==> config.mk <==
export PLATFORM = sky130hd
export DESIGN_NAME = spi_master_flat
export DESIGN_NICKNAME = d
export VERILOG_FILES = /design/src/rtl/spi_master_if.sv /design/src/rtl/spi_master.sv /design/src/flat_wrapper.sv
export SDC_FILE = /design/constraint.sdc
export NUM_CORES = 1
export LEC_CHECK = 0
export CELL_PAD_IN_SITES_DETAIL_PLACEMENT = 1
export CELL_PAD_IN_SITES_GLOBAL_PLACEMENT = 1
export CORE_ASPECT_RATIO = 0.7
export CORE_MARGIN = 4
export CORE_UTILIZATION = 40
export CTS_CLUSTER_SIZE = 28
export DETAILED_ROUTE_END_ITERATION = 10
export PLACE_DENSITY_LB_ADDON = 0.25
export SYNTH_ARGS = -nofsm -noshare
export SYNTH_HDL_FRONTEND = slang
export SYNTH_SLANG_ARGS = --single-unit
==> constraint.sdc <==
create_clock -name clk -period 4.2 [get_ports clk]
set_input_delay 0.84 -clock clk [delete_from_list [all_inputs] [get_ports clk]]
set_output_delay 0.84 -clock clk [all_outputs]
set_load 0.1 [all_outputs]
==> src/rtl/spi_master_if.sv <==
// Byte-level handshake plus SPI pins between the SPI master and its user.
// The master modport is the spi_master's view; the slave modport is the user's view.
interface spi_master_if;
   logic       start;
   logic [7:0] tx_data;
   logic       miso;
   logic       sclk;
   logic       mosi;
   logic       ss_n;
   logic [7:0] rx_data;
   logic       busy;
   logic       done;

   modport master (
      input  start, tx_data, miso,
      output sclk, mosi, ss_n, rx_data, busy, done
   );

   modport slave (
      output start, tx_data, miso,
      input  sclk, mosi, ss_n, rx_data, busy, done
   );
endinterface

==> src/rtl/spi_master.sv <==
// Mode-0 SPI master: 8-bit MSB-first frames, SCLK divided from clk by 2*HALF_PERIOD.
// All pin and status outputs come straight from registers.
module spi_master #(
   parameter int HALF_PERIOD = 4
) (
   input  logic          clk,
   input  logic          reset,
   spi_master_if.master  bus
);

   localparam logic [7:0] DIV_LAST = 8'(HALF_PERIOD - 1);

   typedef enum logic [1:0] {IDLE, CP0, CP1, STOP} state_t;

   state_t     state_reg;
   logic [7:0] tx_shift_reg;
   logic [7:0] rx_shift_reg;
   logic [7:0] div_cnt_reg;
   logic [2:0] bit_cnt_reg;
   logic       sclk_reg;
   logic       mosi_reg;
   logic       ss_n_reg;
   logic [7:0] rx_data_reg;
   logic       busy_reg;
   logic       done_reg;
   logic       div_last;

   assign div_last = (div_cnt_reg == DIV_LAST);

   always_ff @(posedge clk or negedge reset) begin
      if (!reset) begin
         state_reg    <= IDLE;
         tx_shift_reg <= 8'h00;
         rx_shift_reg <= 8'h00;
         div_cnt_reg  <= 8'h00;
         bit_cnt_reg  <= 3'd0;
         sclk_reg     <= 1'b0;
         mosi_reg     <= 1'b0;
         ss_n_reg     <= 1'b1;
         rx_data_reg  <= 8'h00;
         busy_reg     <= 1'b0;
         done_reg     <= 1'b0;
      end else begin
         done_reg <= 1'b0;
         case (state_reg)
            IDLE: begin
               if (bus.start) begin
                  tx_shift_reg <= bus.tx_data;
                  rx_shift_reg <= 8'h00;
                  bit_cnt_reg  <= 3'd0;
                  div_cnt_reg  <= 8'h00;
                  // First data bit must be on the wire for the whole first low phase.
                  mosi_reg     <= bus.tx_data[7];
                  ss_n_reg     <= 1'b0;
                  busy_reg     <= 1'b1;
                  state_reg    <= CP0;
               end
            end
            CP0: begin
               if (div_last) begin
                  div_cnt_reg  <= 8'h00;
                  sclk_reg     <= 1'b1;
                  rx_shift_reg <= {rx_shift_reg[6:0], bus.miso};
                  state_reg    <= CP1;
               end else begin
                  div_cnt_reg <= div_cnt_reg + 8'd1;
               end
            end
            CP1: begin
               if (div_last) begin
                  div_cnt_reg <= 8'h00;
                  sclk_reg    <= 1'b0;
                  if (bit_cnt_reg == 3'd7) begin
                     state_reg <= STOP;
                  end else begin
                     // Next bit goes out on the falling edge, mirroring the shift.
                     tx_shift_reg <= {tx_shift_reg[6:0], 1'b0};
                     mosi_reg     <= tx_shift_reg[6];
                     bit_cnt_reg  <= bit_cnt_reg + 3'd1;
                     state_reg    <= CP0;
                  end
               end else begin
                  div_cnt_reg <= div_cnt_reg + 8'd1;
               end
            end
            STOP: begin
               if (div_last) begin
                  div_cnt_reg <= 8'h00;
                  ss_n_reg    <= 1'b1;
                  rx_data_reg <= rx_shift_reg;
                  done_reg    <= 1'b1;
                  busy_reg    <= 1'b0;
                  state_reg   <= IDLE;
               end else begin
                  div_cnt_reg <= div_cnt_reg + 8'd1;
               end
            end
            default: state_reg <= IDLE;
         endcase
      end
   end

   assign bus.sclk    = sclk_reg;
   assign bus.mosi    = mosi_reg;
   assign bus.ss_n    = ss_n_reg;
   assign bus.rx_data = rx_data_reg;
   assign bus.busy    = busy_reg;
   assign bus.done    = done_reg;

endmodule

==> src/flat_wrapper.sv <==
// flat-port wrapper written by rule: the top's interface ports become plain ports
module spi_master_flat 
#(
   parameter int HALF_PERIOD = 4
)
  (clk, reset, bus_start, bus_tx_data, bus_miso, bus_sclk, bus_mosi, bus_ss_n, bus_rx_data, bus_busy, bus_done);
  spi_master_if bus_i ();
  input  logic clk;
  input  logic reset;
  input wire logic [$bits(bus_i.start)-1:0] bus_start;
  input wire logic [$bits(bus_i.tx_data)-1:0] bus_tx_data;
  input wire logic [$bits(bus_i.miso)-1:0] bus_miso;
  output wire logic [$bits(bus_i.sclk)-1:0] bus_sclk;
  output wire logic [$bits(bus_i.mosi)-1:0] bus_mosi;
  output wire logic [$bits(bus_i.ss_n)-1:0] bus_ss_n;
  output wire logic [$bits(bus_i.rx_data)-1:0] bus_rx_data;
  output wire logic [$bits(bus_i.busy)-1:0] bus_busy;
  output wire logic [$bits(bus_i.done)-1:0] bus_done;
  assign bus_i.start = bus_start;
  assign bus_i.tx_data = bus_tx_data;
  assign bus_i.miso = bus_miso;
  assign bus_sclk = bus_i.sclk;
  assign bus_mosi = bus_i.mosi;
  assign bus_ss_n = bus_i.ss_n;
  assign bus_rx_data = bus_i.rx_data;
  assign bus_busy = bus_i.busy;
  assign bus_done = bus_i.done;
  spi_master #(.HALF_PERIOD(HALF_PERIOD)) u_core (.clk(clk), .reset(reset), .bus(bus_i));
endmodule
; Word-level counts from Yosys, hierarchy flattened
; Cells that the tools add are included.
[classes]
n_eq_ne = 10
n_reduce_logical = 12
n_mux = 32
n_addsub = 2
[ops]
columns = operator, n
row1 = one-hot mux 8 bit (2 select lines), 2
row2 = 2-to-1 mux 8 bit, 3
row3 = 2-to-1 mux 7 bit, 3
row4 = one-hot mux 7 bit (2 select lines), 1
row5 = 2-to-1 mux 2 bit, 5
row6 = 2-to-1 mux 1 bit, 9
row7 = 2-to-1 mux 3 bit, 3
row8 = AND reduction 3 bit, 3
row9 = "adder 8 x 1 -> 8 bit, second input constant", 1
row10 = "== test 8 x 2 -> 1 bit, second input constant", 1
row11 = one-hot mux 1 bit (2 select lines), 4
row12 = one-hot mux 2 bit (4 select lines), 1
row13 = AND reduction 4 bit, 2
row14 = nonzero test 2 bit, 4
row15 = "!= test 2 x 1 -> 1 bit, second input constant", 3
row16 = one-hot mux 3 bit (2 select lines), 1
row17 = "== test 2 bit, second input constant", 2
row18 = "!= test 2 bit, second input constant", 2
row19 = "adder 3 x 1 -> 3 bit, second input constant", 1
row20 = "== test 3 bit, second input constant", 1
row21 = OR reduction 3 bit, 1
row22 = "== test 2 x 1 -> 1 bit, second input constant", 1
row23 = zero test 2 bit, 1
row24 = AND reduction 2 bit, 1
[word_totals]
elab_cells = 67
inputBits = 12
output_inout_bits = 13
register_bits = 41

; Logic depth before layout (Yosys ltp)
[depth]
ltp_word = 4
ltp_mapped = 7
depth_no_buf = 6

; Least setup slack after synthesis
; No wires, ideal clock.
[synth_timing]
path_kind = register to output
from = register u_core.busy_reg, in the netlist u_core.bus.busy
to = output bus_busy
stages_incl_launch_ff = 1
n_path_buf = 0
arrival_ps = 913
required_time_ps = 3360
setup_slack_ps = 2447
path_cell_list = dfrtp_1
[synth_rtl]
columns = item, line_no
row1 = start: declaration, spi_master.sv:24  ; logic busy_reg;
row2 = start signal: assignment, spi_master.sv:41  ; busy_reg <= 1'b0;
row3 = start signal: assignment, spi_master.sv:55  ; busy_reg <= 1'b1;
row4 = start signal: assignment, spi_master.sv:92  ; busy_reg <= 1'b0;
row5 = end: declaration, flat_wrapper.sv:17  ; output wire logic [$bits(bus_i.busy)-1:0] bus_busy;
; No word-level cell between the ends.

; Final worst setup path
[layout_timing]
from = register u_core.ss_n_reg, in the netlist u_core.bus.ss_n
to = output bus_ss_n
[layout_rtl]
columns = item, line_no
row1 = start: declaration, spi_master.sv:22  ; logic ss_n_reg;
row2 = start signal: assignment, spi_master.sv:39  ; ss_n_reg <= 1'b1;
row3 = start signal: assignment, spi_master.sv:54  ; ss_n_reg <= 1'b0;
row4 = start signal: assignment, spi_master.sv:89  ; ss_n_reg <= 1'b1;
row5 = end: declaration, flat_wrapper.sv:15  ; output wire logic [$bits(bus_i.ss_n)-1:0] bus_ss_n;
; No word-level cell between the ends.

==> PnR_summary.wiki <==
{| class="wikitable"
! Metric !! Value
|-
| Cts hold-fix bufs || 0
|-
| Synthesis Warnings || 0
|-
| Clock latency reported for the late side of the worst-skew pair || approximately 0.3 ns
|-
| Setup repair bufs after CTS || 0
|-
| Kind of end point of the critical path || output pin
|-
| Fin. Hold Viols || 0
|-
| Area contributors post-synth || sky130_fd_sc_hd__dfrtp_1, sky130_fd_sc_hd__nand2_1, sky130_fd_sc_hd__mux2_2, sky130_fd_sc_hd__mux2i_1, sky130_fd_sc_hd__o21ai_0
|-
| Core ar. || 4450 um2
|-
| Die boundary width || approximately 90 um
|-
| Initial Util || 42.6%
|-
| Maximum level of the CTS H-tree || 2
|-
| Number of standard cells in the final layout excluding fillers || roughly 260
|-
| CP Data Arrival Time || around 2 ns
|-
| Commonest cells in the netlist || sky130_fd_sc_hd__dfrtp_1, sky130_fd_sc_hd__nand2_1, sky130_fd_sc_hd__o21ai_0
|-
| Post-synthesis sequential area ratio || between 50% and 60%
|-
| Worst setup SP type || flop
|-
| Post-cts repair resize count || 0
|-
| Outcome || completed
|-
| Cell count after synthesis || about 180
|-
| Smallest hold slack || roughly 0.47 ns
|-
| Beginning of the worst hold path || u_core.tx_shift_reg[0]
|-
| CTS Sinks || ~40
|-
| Standard cell with the maximum stage delay on the critical path || sky130_fd_sc_hd__clkdlybuf4s50_1
|-
| Peak supply drop || 0.324 mV
|-
| CTS max path bufs || 2
|-
| Fin. max-slew vios || 0
|-
| Count of port buffers added during placement || 24
|-
| Post-synth cell types || 37
|-
| Cell at the root of the clock tree || sky130_fd_sc_hd__clkbuf_8
|-
| Area growth, synth to finish || 18.8%
|-
| Number of synthesized register bits || between 40 and 50
|-
| Dominant register cell in the synthesized netlist || sky130_fd_sc_hd__dfrtp_1
|-
| Drt initial violations || 57
|-
| Number of violations of the max-capacitance limit || 0
|-
| Inserted Diodes || 0
|-
| Die area || 5930 um2
|-
| Post-detailed-routing wire length || ~4200 um
|-
| Nets in the synthesized netlist || ~190
|-
| Die span in y || approximately 66 um
|-
| Routability congestion estimate || approximately 0.74
|-
| R2r startpoint || u_core.div_cnt_reg[1]
|-
| Setup violation total in the final timing report || 0
|-
| Async set or reset register ratio after synthesis || 100%
|-
| Placed wire-length estimate after detailed placement || approximately 3000 um
|-
| Tmin final || between 2 and 3 ns
|-
| Number of cells on the worst hold path || 2
|-
| All-layer global routing usage || between 10% and 20%
|-
| Power per Cell Area || slightly below 900 nW/um2
|-
| Row count || 20
|-
| Number of cells traversed by the worst register-to-register path || 5
|-
| Total Power || 0.00197 W
|-
| Routed WL per cell || 16.6 um
|-
| Highest net fanout along the worst path || 3
|-
| Most used standard cell by instance count after synthesis || sky130_fd_sc_hd__dfrtp_1
|-
| Mapped Area || ~1900 um2
|-
| Vias in the first global route || around 1500
|-
| Data required time at the worst endpoint || roughly 3.4 ns
|-
| Number of buffers added by the clock tree synthesis step || 5
|-
| Worst slew pin tran || 0.987 ns
|-
| Hold crit path type || reg2reg
|-
| Cell family with most CP delay || buffers and inverters
|-
| Overflow left after global routing || 0
|-
| Pre-antenna DRT Iters || 4
|-
| Setup repair after global routing missed its margin || no
|-
| Post-layout nets || 215
|-
| DRC viols || 0
|-
| Most area-hungry cell type in the Yosys netlist || sky130_fd_sc_hd__dfrtp_1
|-
| Number of antenna violations at the first check in global routing || 0
|-
| Placed cell count || ~250
|-
| Setup skew after layout || ~0.0037 ns
|-
| Via count of the routed design || about 1400
|-
| Count of buffering cells on the critical path with inverters included || 1
|-
| Worst-path cell chain || clkdlybuf4s50_1
|-
| Start-to-end type of the worst setup path || reg2out
|-
| Clk slew on worst S/H paths || about 0.070 ns
|-
| Terminating pin of the worst hold path || u_core.tx_shift_reg[0]
|-
| Vias per std cell || ~5.4
|-
| Area fraction of the dominant cell type after synthesis || between 50% and 60%
|-
| Max-Slew Margin vs Limit || between 30% and 40%
|-
| Synthesized area per cell || between 10 and 15 um2
|-
| Pin count of the biggest net entering global routing || between 40 and 50
|-
| Setup slack of the most critical reg-to-reg path || 1.79 ns
|-
| Ports placed on the boundary || 25
|-
| Global-route wire length before repair || roughly 7600 um
|-
| Layout cell share with drive strength beyond 1 || between 10% and 20%
|-
| Static leakage || just under 1 nW
|-
| Max Clk Rate || 354 MHz
|-
| Post-route fraction of the period consumed by the critical path || roughly two thirds
|-
| Capture instance of the worst register-to-register path || u_core.rx_shift_reg[6]
|-
| DRT antenna net count || 0
|-
| Max stage delay on crit path || 1.13 ns
|-
| Final TNS setup || 0 ns
|-
| EDFF count, synth || 0
|-
| TritonCTS clock tree || built
|-
| Fillcell total || 500
|-
| CP Launch Point || u_core.bus.ss_n
|}
[through the flow]
step	util, %	setup slack [ns]	cell area (um2)
floorplan	-	2.45	1900
global placement	48.8	1.71	2170
detailed placement	48.8	1.70	2170
CTS	50.6	1.35	2260
global route	50.6	1.33	2260
finish	50.6	1.38	2260
[layer usage]
| layer | GRT usage (%) | part of all wire [%] | vias up |
|---|---|---|---|
| li1 | - | - | 674 |
| met1 | 19.6 | 45 | 679 |
| met2 | 28.6 | 49 | 24 |
| met3 | 4.12 | 3.5 | 7 |
| met4 | 6.87 | 1.7 | 0 |
| met5 | 0 | 0 | - |
[area by class of cell]
| cell class | instances | area, um2 | area share, % |
|---|---|---|---|
| multi-input combinational | 123 | 816 | 36.2 |
| inverter | 3 | 11.3 | 0.499 |
| tap | 55 | 68.8 | 3.05 |
| sequential | 41 | 1030 | 45.5 |
| timing repair buffer | 26 | 250 | 11.1 |
| clock inverter | 2 | 10.0 | 0.444 |
| clock buffer | 6 | 72.6 | 3.22 |
[worst max path at each step]
stage,end,cells past startpoint
floorplan,bus_busy,0
global placement,bus_ss_n,1
detailed placement,bus_ss_n,1
CTS,bus_ss_n,1
global route,bus_ss_n,1
finish,bus_ss_n,1
[where the power goes]
part	switching [W]	leakage, nW	internal [W]
Clock	0.000134	0.0450	0.000115
Combinational	0.000690	0.432	0.000309
Sequential	0.000155	0.497	0.000563
[cells in the final DEF, fill, tap and decap left out, types with 4 or more instances in the layout]
master and instances:
sky130_fd_sc_hd__a21oi_1 7, sky130_fd_sc_hd__clkbuf_8 5, sky130_fd_sc_hd__clkdlybuf4s50_1 23, sky130_fd_sc_hd__dfrtp_1 40, sky130_fd_sc_hd__mux2_2 9, sky130_fd_sc_hd__mux2i_1 10, sky130_fd_sc_hd__nand2_1 35, sky130_fd_sc_hd__nand3_1 4
sky130_fd_sc_hd__o21ai_0 18, sky130_fd_sc_hd__o221ai_1 6
[cell families (layout without fill, tap and decap cells)]
family | Yosys count | in the layout | share of synthesized area, %
buf+inv | 12 | 37 | 2.96
simple gates | 56 | 56 | 15.0
mux | 19 | 19 | 10.6
xor+xnor | 2 | 2 | 0.922
fa+ha+maj | 3 | 3 | 1.98
compound gates | 43 | 43 | 14.5
flops | 41 | 41 | 54.1
Note: power is estimated with default switching activity, not from simulation.
